`config.mk`:
```
export PLATFORM = sky130hd
export DESIGN_NAME = sprite_mover_flat
export DESIGN_NICKNAME = d
export VERILOG_FILES = /design/src/rtl/sprite_pkg.sv /design/src/rtl/sprite_mover_if.sv /design/src/rtl/sprite_mover_wrap_step.sv /design/src/rtl/sprite_mover.sv /design/src/flat_wrapper.sv
export SDC_FILE = /design/constraint.sdc
export NUM_CORES = 1
export LEC_CHECK = 0
export CORE_MARGIN = 4
export CORE_UTILIZATION = 50
export CTS_CLUSTER_DIAMETER = 60
export CTS_CLUSTER_SIZE = 10
export DETAILED_ROUTE_END_ITERATION = 7
export GPL_TIMING_DRIVEN = 1
export PLACE_DENSITY = 0.75
export SYNTH_ARGS = -nofsm -noshare
export SYNTH_HDL_FRONTEND = slang
export SYNTH_SLANG_ARGS = --single-unit
export TNS_END_PERCENT = 50
```
`constraint.sdc`:
```
create_clock -name clk -period 7.96 [get_ports clk]
set_input_delay 1.99 -clock clk [delete_from_list [all_inputs] [get_ports clk]]
set_output_delay 1.99 -clock clk [all_outputs]
set_load 0.02 [all_outputs]
```
`src/rtl/sprite_pkg.sv`:
```
// sprite_pkg: constants and types shared by the sprite motion controller and
// the sprite pixel-address generator.
package sprite_pkg;

  // Logical line width; loc_h wraps modulo this value.
  localparam int SCREEN_W = 850;

  // Width of the vertical velocity register.
  localparam int VEL_W = 4;

  typedef enum logic [1:0] {
    GROUND,
    RISE,
    FALL
  } jump_state_t;

endpackage

```
`src/rtl/sprite_mover_if.sv`:
```
// sprite_mover_if: per-frame control inputs and registered position outputs
// of one sprite. The master drives controls; the slave (sprite_mover) drives
// the position.
interface sprite_mover_if;
  logic       frame_tick;
  logic       en;
  logic       dir;
  logic [2:0] speed;
  logic       jump;
  logic [9:0] loc_h;
  logic [9:0] loc_v;
  logic       airborne;

  modport master (
    output frame_tick, en, dir, speed, jump,
    input  loc_h, loc_v, airborne
  );

  modport slave (
    input  frame_tick, en, dir, speed, jump,
    output loc_h, loc_v, airborne
  );
endinterface

```
`src/rtl/sprite_mover_wrap_step.sv`:
```
// wrap_step: combinational +/- step modulo W. pos must already be in 0..W-1
// and step < W, so a single conditional correction keeps the result in range.
// Reusable by any horizontally scrolling layer.
module wrap_step
  import sprite_pkg::*;
#(
  parameter int W = SCREEN_W
) (
  input  logic [9:0] pos,
  input  logic [2:0] step,
  input  logic       dir,
  output logic [9:0] nxt
);

  logic [10:0] sum;

  // Forward step with overflow fold, or backward step with underflow fold.
  always_comb begin
    // NOTE: every output gets a value on every path so no latch is inferred.
    sum = {1'b0, pos} + {8'd0, step};
    nxt = pos;
    if (!dir) begin
      nxt = (sum >= 11'(W)) ? 10'(sum - 11'(W)) : sum[9:0];
    end else begin
      nxt = (pos < {7'd0, step}) ? 10'({1'b0, pos} + 11'(W) - {8'd0, step})
                                 : pos - {7'd0, step};
    end
  end

endmodule

```
`src/rtl/sprite_mover.sv`:
```
// sprite_mover: once-per-frame sprite position update. loc_h steps by speed
// and wraps modulo SCREEN_W; loc_v follows an optional jump state machine.
// Optional feature macro: SPRITE_MOVER_JUMP_EN (jump edge latch and
// RISE/FALL FSM). Without it loc_v is fixed at GROUND_V and airborne is 0.
module sprite_mover #(
  parameter int SCREEN_W = sprite_pkg::SCREEN_W,
  parameter int H_START  = 0,
  parameter int GROUND_V = 300,
  parameter int JUMP_V0  = 8,
  parameter int VMAX     = 8
) (
  input logic           clk,
  input logic           rst,
  sprite_mover_if.slave bus
);
  import sprite_pkg::*;

  logic       step_en;
  logic [9:0] h_next;

  assign step_en = bus.frame_tick & bus.en;

  wrap_step #(.W(SCREEN_W)) u_wrap_step (
    .pos  (bus.loc_h),
    .step (bus.speed),
    .dir  (bus.dir),
    .nxt  (h_next)
  );

  // Horizontal position register, advanced once per enabled frame tick.
  always_ff @(posedge clk or negedge rst) begin
    // NOTE: sequential state uses non-blocking assignments only, so every
    // register sees the pre-edge values of the others.
    if (!rst) begin
      bus.loc_h <= 10'(H_START);
    end else if (step_en) begin
      bus.loc_h <= h_next;
    end
  end

`ifdef SPRITE_MOVER_JUMP_EN
  jump_state_t      state;
  logic [VEL_W-1:0] vel;
  logic [VEL_W-1:0] vel_up;
  logic [10:0]      fall_v;
  logic [9:0]       loc_v_q;
  logic             air_q;
  logic             jump_q;
  logic             pend;
  logic             jump_rise;

  assign jump_rise = bus.jump & ~jump_q;

  // Falling velocity saturates at VMAX; candidate row uses the new velocity.
  always_comb begin
    vel_up = (vel >= VEL_W'(VMAX)) ? VEL_W'(VMAX) : vel + 1'b1;
    fall_v = {1'b0, loc_v_q} + 11'(vel_up);
  end

  // Jump edge latch: edges while paused are discarded, and every enabled
  // tick clears the latch so presses made in the air never queue a re-jump.
  always_ff @(posedge clk or negedge rst) begin
    if (!rst) begin
      jump_q <= 1'b0;
      pend   <= 1'b0;
    end else begin
      jump_q <= bus.jump;
      if (step_en)                  pend <= 1'b0;
      else if (bus.en && jump_rise) pend <= 1'b1;
    end
  end

  // Vertical FSM with registered loc_v and airborne.
  always_ff @(posedge clk or negedge rst) begin
    if (!rst) begin
      state   <= GROUND;
      vel     <= '0;
      loc_v_q <= 10'(GROUND_V);
      air_q   <= 1'b0;
    end else if (step_en) begin
      case (state)
        GROUND: begin
          if (pend || jump_rise) begin
            state <= RISE;
            vel   <= VEL_W'(JUMP_V0);
            air_q <= 1'b1;
          end
        end
        RISE: begin
          loc_v_q <= loc_v_q - 10'(vel);
          if (vel == VEL_W'(1)) begin
            state <= FALL;
            vel   <= '0;
          end else begin
            vel <= vel - 1'b1;
          end
        end
        FALL: begin
          if (fall_v >= 11'(GROUND_V)) begin
            loc_v_q <= 10'(GROUND_V);
            state   <= GROUND;
            vel     <= '0;
            air_q   <= 1'b0;
          end else begin
            loc_v_q <= fall_v[9:0];
            vel     <= vel_up;
          end
        end
        default: begin
          state   <= GROUND;
          vel     <= '0;
          loc_v_q <= 10'(GROUND_V);
          air_q   <= 1'b0;
        end
      endcase
    end
  end

  assign bus.loc_v    = loc_v_q;
  assign bus.airborne = air_q;
`else
  assign bus.loc_v    = 10'(GROUND_V);
  assign bus.airborne = 1'b0;
`endif

endmodule

```
`src/flat_wrapper.sv`:
```
// flat-port wrapper written by rule: the top's interface ports become plain ports
module sprite_mover_flat import sprite_pkg::*;
#(
  parameter int SCREEN_W = sprite_pkg::SCREEN_W,
  parameter int H_START  = 0,
  parameter int GROUND_V = 300,
  parameter int JUMP_V0  = 8,
  parameter int VMAX     = 8
)
  (clk, rst, bus_frame_tick, bus_en, bus_dir, bus_speed, bus_jump, bus_loc_h, bus_loc_v, bus_airborne);
  sprite_mover_if bus_i ();
  input logic clk;
  input logic rst;
  input wire logic [$bits(bus_i.frame_tick)-1:0] bus_frame_tick;
  input wire logic [$bits(bus_i.en)-1:0] bus_en;
  input wire logic [$bits(bus_i.dir)-1:0] bus_dir;
  input wire logic [$bits(bus_i.speed)-1:0] bus_speed;
  input wire logic [$bits(bus_i.jump)-1:0] bus_jump;
  output wire logic [$bits(bus_i.loc_h)-1:0] bus_loc_h;
  output wire logic [$bits(bus_i.loc_v)-1:0] bus_loc_v;
  output wire logic [$bits(bus_i.airborne)-1:0] bus_airborne;
  assign bus_i.frame_tick = bus_frame_tick;
  assign bus_i.en = bus_en;
  assign bus_i.dir = bus_dir;
  assign bus_i.speed = bus_speed;
  assign bus_i.jump = bus_jump;
  assign bus_loc_h = bus_i.loc_h;
  assign bus_loc_v = bus_i.loc_v;
  assign bus_airborne = bus_i.airborne;
  sprite_mover #(.SCREEN_W(SCREEN_W), .H_START(H_START), .GROUND_V(GROUND_V), .JUMP_V0(JUMP_V0), .VMAX(VMAX)) u_core (.clk(clk), .rst(rst), .bus(bus_i));
endmodule
```
== After elaboration in Yosys (flattened, before gate mapping) ==
Cells that the tools add are included.
Operators by class
  order comparisons: 2
  bitwise gates (word level): 1
  $add $sub $neg: 5
  multiplexer cells: 3
Operators by type and width (number)
  10-bit 2-to-1 mux: 3
  10-bit by 3-bit subtractor with 10-bit output: 2
  10-bit by 3-bit adder with 11-bit output: 1
  11-bit by 10-bit greater-or-equal comparator with 1-bit output (second input constant): 1
  10-bit adder (second input constant): 1
  10-bit by 3-bit less-than comparator with 1-bit output: 1
  10-bit subtractor (second input constant): 1
  1-bit bitwise AND: 1
Word-level totals
  register bits: 10

== Longest topological paths before layout ==
  depth in word-level cells: 4
  mapped depth: 13
  depth with buffers taken out: 13

== By module ==
A second synthesis with hierarchy kept.
Unflattened totals
  cells, all modules: 207
  area total of the unflattened synthesis: 1780.5 um^2
Modules (own cells, without submodules)
  wrap_step: times used 1, cells each 173, area an instance 1316.3 um^2, seq. area each 0.0 um^2
  sprite_mover: times used 1, cells each 34, area an instance 464.2 um^2, seq. area each 250.2 um^2

== Least setup slack after synthesis ==
OpenSTA, ideal clock, no wires.
  kind: input to register
  start point: in bus_speed[0]
  end point: reg u_core.bus.loc_h[4]
  stages on the path: 13
  arrival: 4662 ps
  path buffers: 0
  slack: 3172 ps
  library setup time: 126 ps
  path through: ha_1 -> inv_1 -> fa_1 -> xnor2_1 -> ha_1 -> nand2_1 -> a21oi_1 -> a2111oi_0 -> o21ai_1 -> a311o_1 -> a32oi_2 -> xnor2_1 -> a221o_1
Between the ends
  word-level cells in the longest chain between the ends: 4
  elaborated cells on any way between the ends: 9
  those cells by class: 4 x add/sub; 2 x order compare; 3 x mux
Ends and longest elaborated chain
  start: declaration: RTL line flat_wrapper.sv:17  | input wire logic [$bits(bus_i.speed)-1:0] bus_speed;
  10-bit by 3-bit adder with 11-bit output: RTL line sprite_mover_wrap_step.sv:20  | sum = {1'b0, pos} + {8'd0, step};
  10-bit subtractor / 11-bit by 10-bit greater-or-equal comparator with 1-bit output (equally long branches): RTL line sprite_mover_wrap_step.sv:23  | nxt = (sum >= 11'(W)) ? 10'(sum - 11'(W)) : sum[9:0];
  10-bit 2-to-1 mux: RTL line sprite_mover_wrap_step.sv:23
  10-bit 2-to-1 mux (*): RTL line sprite_mover_wrap_step.sv:22  | if (!dir) begin
  end signal: assignment: RTL line sprite_mover.sv:35  | bus.loc_h <= 10'(H_START);
  end signal: assignment: RTL line sprite_mover.sv:37  | bus.loc_h <= h_next;
  end: declaration: RTL line sprite_mover_if.sv:21  | output loc_h, loc_v, airborne
Mark *: on every way between the ends. The rest lies on a longest branch, timed or not.
A chain may end at the register's enable or synchronous reset.

== Worst setup path after layout ==
  start point: in bus_speed[0]
  end point: reg u_core.bus.loc_h[5]
The elaborated chain is that of the path after synthesis.

==> qor.txt <==
Largest net degree at the start of global routing = 13
Final net count = 276
Mapped Cells = 228
Max reg flops = 10
Die width = 69.2 um
RSZ-0062 raised after global routing = false
Fin Setup TNS = 0 ns
Endpoints failing setup = 0
Core Box Area = 3470 um2
Post-CTS sizing = 0
Crit path cell chain = clkdlybuf4s50_1, ha_1, inv_1, fa_1, xnor2_1, ha_1, nand2_1, a21oi_1, a2111oi_0, o21ai_1, a311o_1, and4_2, nor4_1, o211ai_1
Total power = 0.703 mW
Longest Clk Path Bufs = 2
Dpl hpwl = 3.41 mm
Final Hold Viols = 0
CP Max Fanout = 9
Max-slew violation count = 0
CP Launch Type = input pin
Std cell rows = 21
Library cells used by synthesis = 63
Vias/cell = 5.66
Post-synthesis adder-cell area fraction = 0.186
Antenna diodes = 0
Final period utilization = 0.683
Critical path required time = 8.06 ns
All-Layer GR Usage = 0.184
Compound-Gate Fraction of Synth Area = 0.236
I/O pin count = 30
Initial antenna violation count = 0
Power per cell area = 350 nW/um2
Initial core utilization = 0.540
Syn-to-layout area delta = 7.35%
Gpl congestion = 0.817
Biggest register = u_core.bus.loc_h
CTS tree = built
Fin crit period = 5.44 ns
Clock root cell = clkbuf_8
Clk_lat worst skew = 0.24 ns
Vias in the first global route = 1497
Setup Skew = 0.00496 ns
Post-Synth XOR/XNOR Area = 0.0888
Main combinational cell family by area after synthesis = compound AO/OA/AOI/OAI gates
DR WL/cell = 15.0 um
First-pass GRT wire length = 7.29 mm
Asr flop ratio synth = 1.00
Max-Cap Viols = 0
Vias = 1618
Overflow after GRT = 0
Drt total wl = 4.28 mm
Htree depth = 1
Die area = 4790 um2
CTS Sinks = 10
Yosys reg bits = 10
Post-synth top flop = dfrtp_1
Sequential area share after synthesis = 0.134
LEAKAGE = 0.857 nW
EDFF count, synth = 0
Reg clk slew, reported paths = 0.05 ns
Post-route ant nets = 0
DR pass1 iterations = 5
Most used cell, CP = ha_1
CP max-delay cell = clkdlybuf4s50_1
Layout cell share with drive strength beyond 1 = 0.0833
Remaining routing DRC violations = 0
Die span in y = 69.2 um
Max stage delay on crit path = 0.48 ns
Mapped Area = 1870 um2
Initial DRC Count = 127
Worst IR Drop VDD = 0.137 mV
Biggest regs = u_core.bus.loc_h x10
Worst Hold Class = flop to flop
Warnings from Yosys = 0
Mux share of post-synthesis cell area = 0.0114
Hold-fix buffers, CTS = 0
Syn_area_per_cell = 8.22 um2
Worst R2R Setup Slack = 4.34 ns
Setup Fix Bufs, Post-CTS = 0
Worst EP arrival = 5.54 ns
Peak Freq = 184 MHz
Number of port buffers = 17
Setup crit end kind = flop
Status = finished clean
Crit Path Class = input pin to flop
Synth Area in Simple Gates = 0.198
Inserted Clock Buffers = 3
-- per-stage QoR --
| stage | cell area, um2 | utilization | setup slack (ns) | hold slack [ns] | std cells |
|---|---|---|---|---|---|
| 2_1_floorplan | 1910 | - | 3.17 | 0.616 | 237 |
| 3_5_place_dp | 1960 | 0.564 | 2.31 | 0.546 | 282 |
| 3_3_place_gp | 1960 | 0.564 | 2.28 | 0.531 | 282 |
| 5_1_grt | 2010 | 0.580 | 2.16 | 0.616 | 286 |
| 6_report | 2010 | 0.580 | 2.52 | 0.550 | 286 |
| 4_1_cts | 2010 | 0.580 | 2.55 | 0.555 | 286 |
-- cell families (layout without fill, tap and decap cells) --
family / count (synthesis) / in the layout
AOI/OAI and AO/OA: 61 / 61
xor gates and xnor gates: 19 / 19
adders and majority gates: 26 / 26
buffers and inverters: 40 / 43
DFF: 10 / 10
muxes: 2 / 2
other: 2 / 11
and+or+nand+nor: 68 / 68
-- final cells by class --
cell class / count / area [um2]
Fill cell: 338 / 1460
Multi-Input combinational cell: 187 / 1390
Sequential cell: 10 / 250
Timing Repair Buffer: 18 / 178
Inverter: 21 / 78.8
Tap cell: 46 / 57.6
Clock buffer: 4 / 55.1
-- cell usage after synthesis (3+ instances only) --
cell | count | area (um2)
buf_4 | 13 | 97.6
inv_1 | 21 | 78.8
clkbuf_8 | 3 | 41.3
ha_1 | 23 | 288
fa_1 | 3 | 60.1
nor4_1 | 3 | 18.8
nor2b_1 | 3 | 18.8
o21ai_0 | 10 | 50.1
xnor2_1 | 12 | 105
nor2_1 | 15 | 56.3
a21boi_0 | 3 | 22.5
dfrtp_1 | 10 | 250
or3_1 | 5 | 31.3
nand2_1 | 19 | 71.3
xor2_1 | 7 | 61.3
o31ai_1 | 3 | 22.5
a31oi_1 | 5 | 31.3
a21oi_1 | 13 | 65.1
nand4_1 | 4 | 25.0
-- critical path: cells and delay by family --
kind,cells,cell delay (ns)
fa+ha+maj,3,0.86
xor+xnor,1,0.23
simple gates,3,0.62
compound gates,5,1.29
buf+inv,2,0.53
-- metal layers --
layer | vias to the layer above | share of wire | track usage
li1 | 812 | - | -
met1 | 745 | 0.48 | 0.265
met2 | 56 | 0.45 | 0.289
met3 | 5 | 0.057 | 0.0130
met4 | 0 | 0.014 | 0.0629
met5 | - | 0 | 0
-- final timing paths --
path / depth (start not counted) / from / end
worst max register to register: 12 / u_core.bus.loc_h[1]$_DFFE_PN0P_ / u_core.bus.loc_h[5]$_DFFE_PN0P_
worst max-delay path: 14 / bus_speed[0] / u_core.bus.loc_h[5]$_DFFE_PN0P_
worst min-delay path: 2 / u_core.bus.loc_h[0]$_DFFE_PN0P_ / u_core.bus.loc_h[0]$_DFFE_PN0P_
max in group asynchronous: 1 / rst / u_core.bus.loc_h[7]$_DFFE_PN0P_
worst min register to register: 2 / u_core.bus.loc_h[0]$_DFFE_PN0P_ / u_core.bus.loc_h[0]$_DFFE_PN0P_
min in group asynchronous: 1 / rst / u_core.bus.loc_h[6]$_DFFE_PN0P_
-- layout by cell type, fill, tap and decap left out, types with 3 or more instances in the layout --
cell type and n:
inv_1 21, clkbuf_8 4, or3_1 5, xnor2_1 12
nand4_1 4, clkdlybuf4s50_1 17, nor2b_1 3, a21oi_1 13
conb_1 11, a21boi_0 3, nor4_1 3, fa_1 3
a31oi_1 5, o31ai_1 3, xor2_1 7, dfrtp_1 10
ha_1 23, nor2_1 15, o21ai_0 10, nand2_1 19
-- where the power goes --
part           total [mW]  switching [mW]  internal (mW)
Clock              0.0650          0.0214         0.0436
Sequential          0.128          0.0562         0.0721
Combinational       0.510           0.289          0.221
Total               0.703           0.366          0.337
No activity file was read; power rests on OpenSTA's default activity.
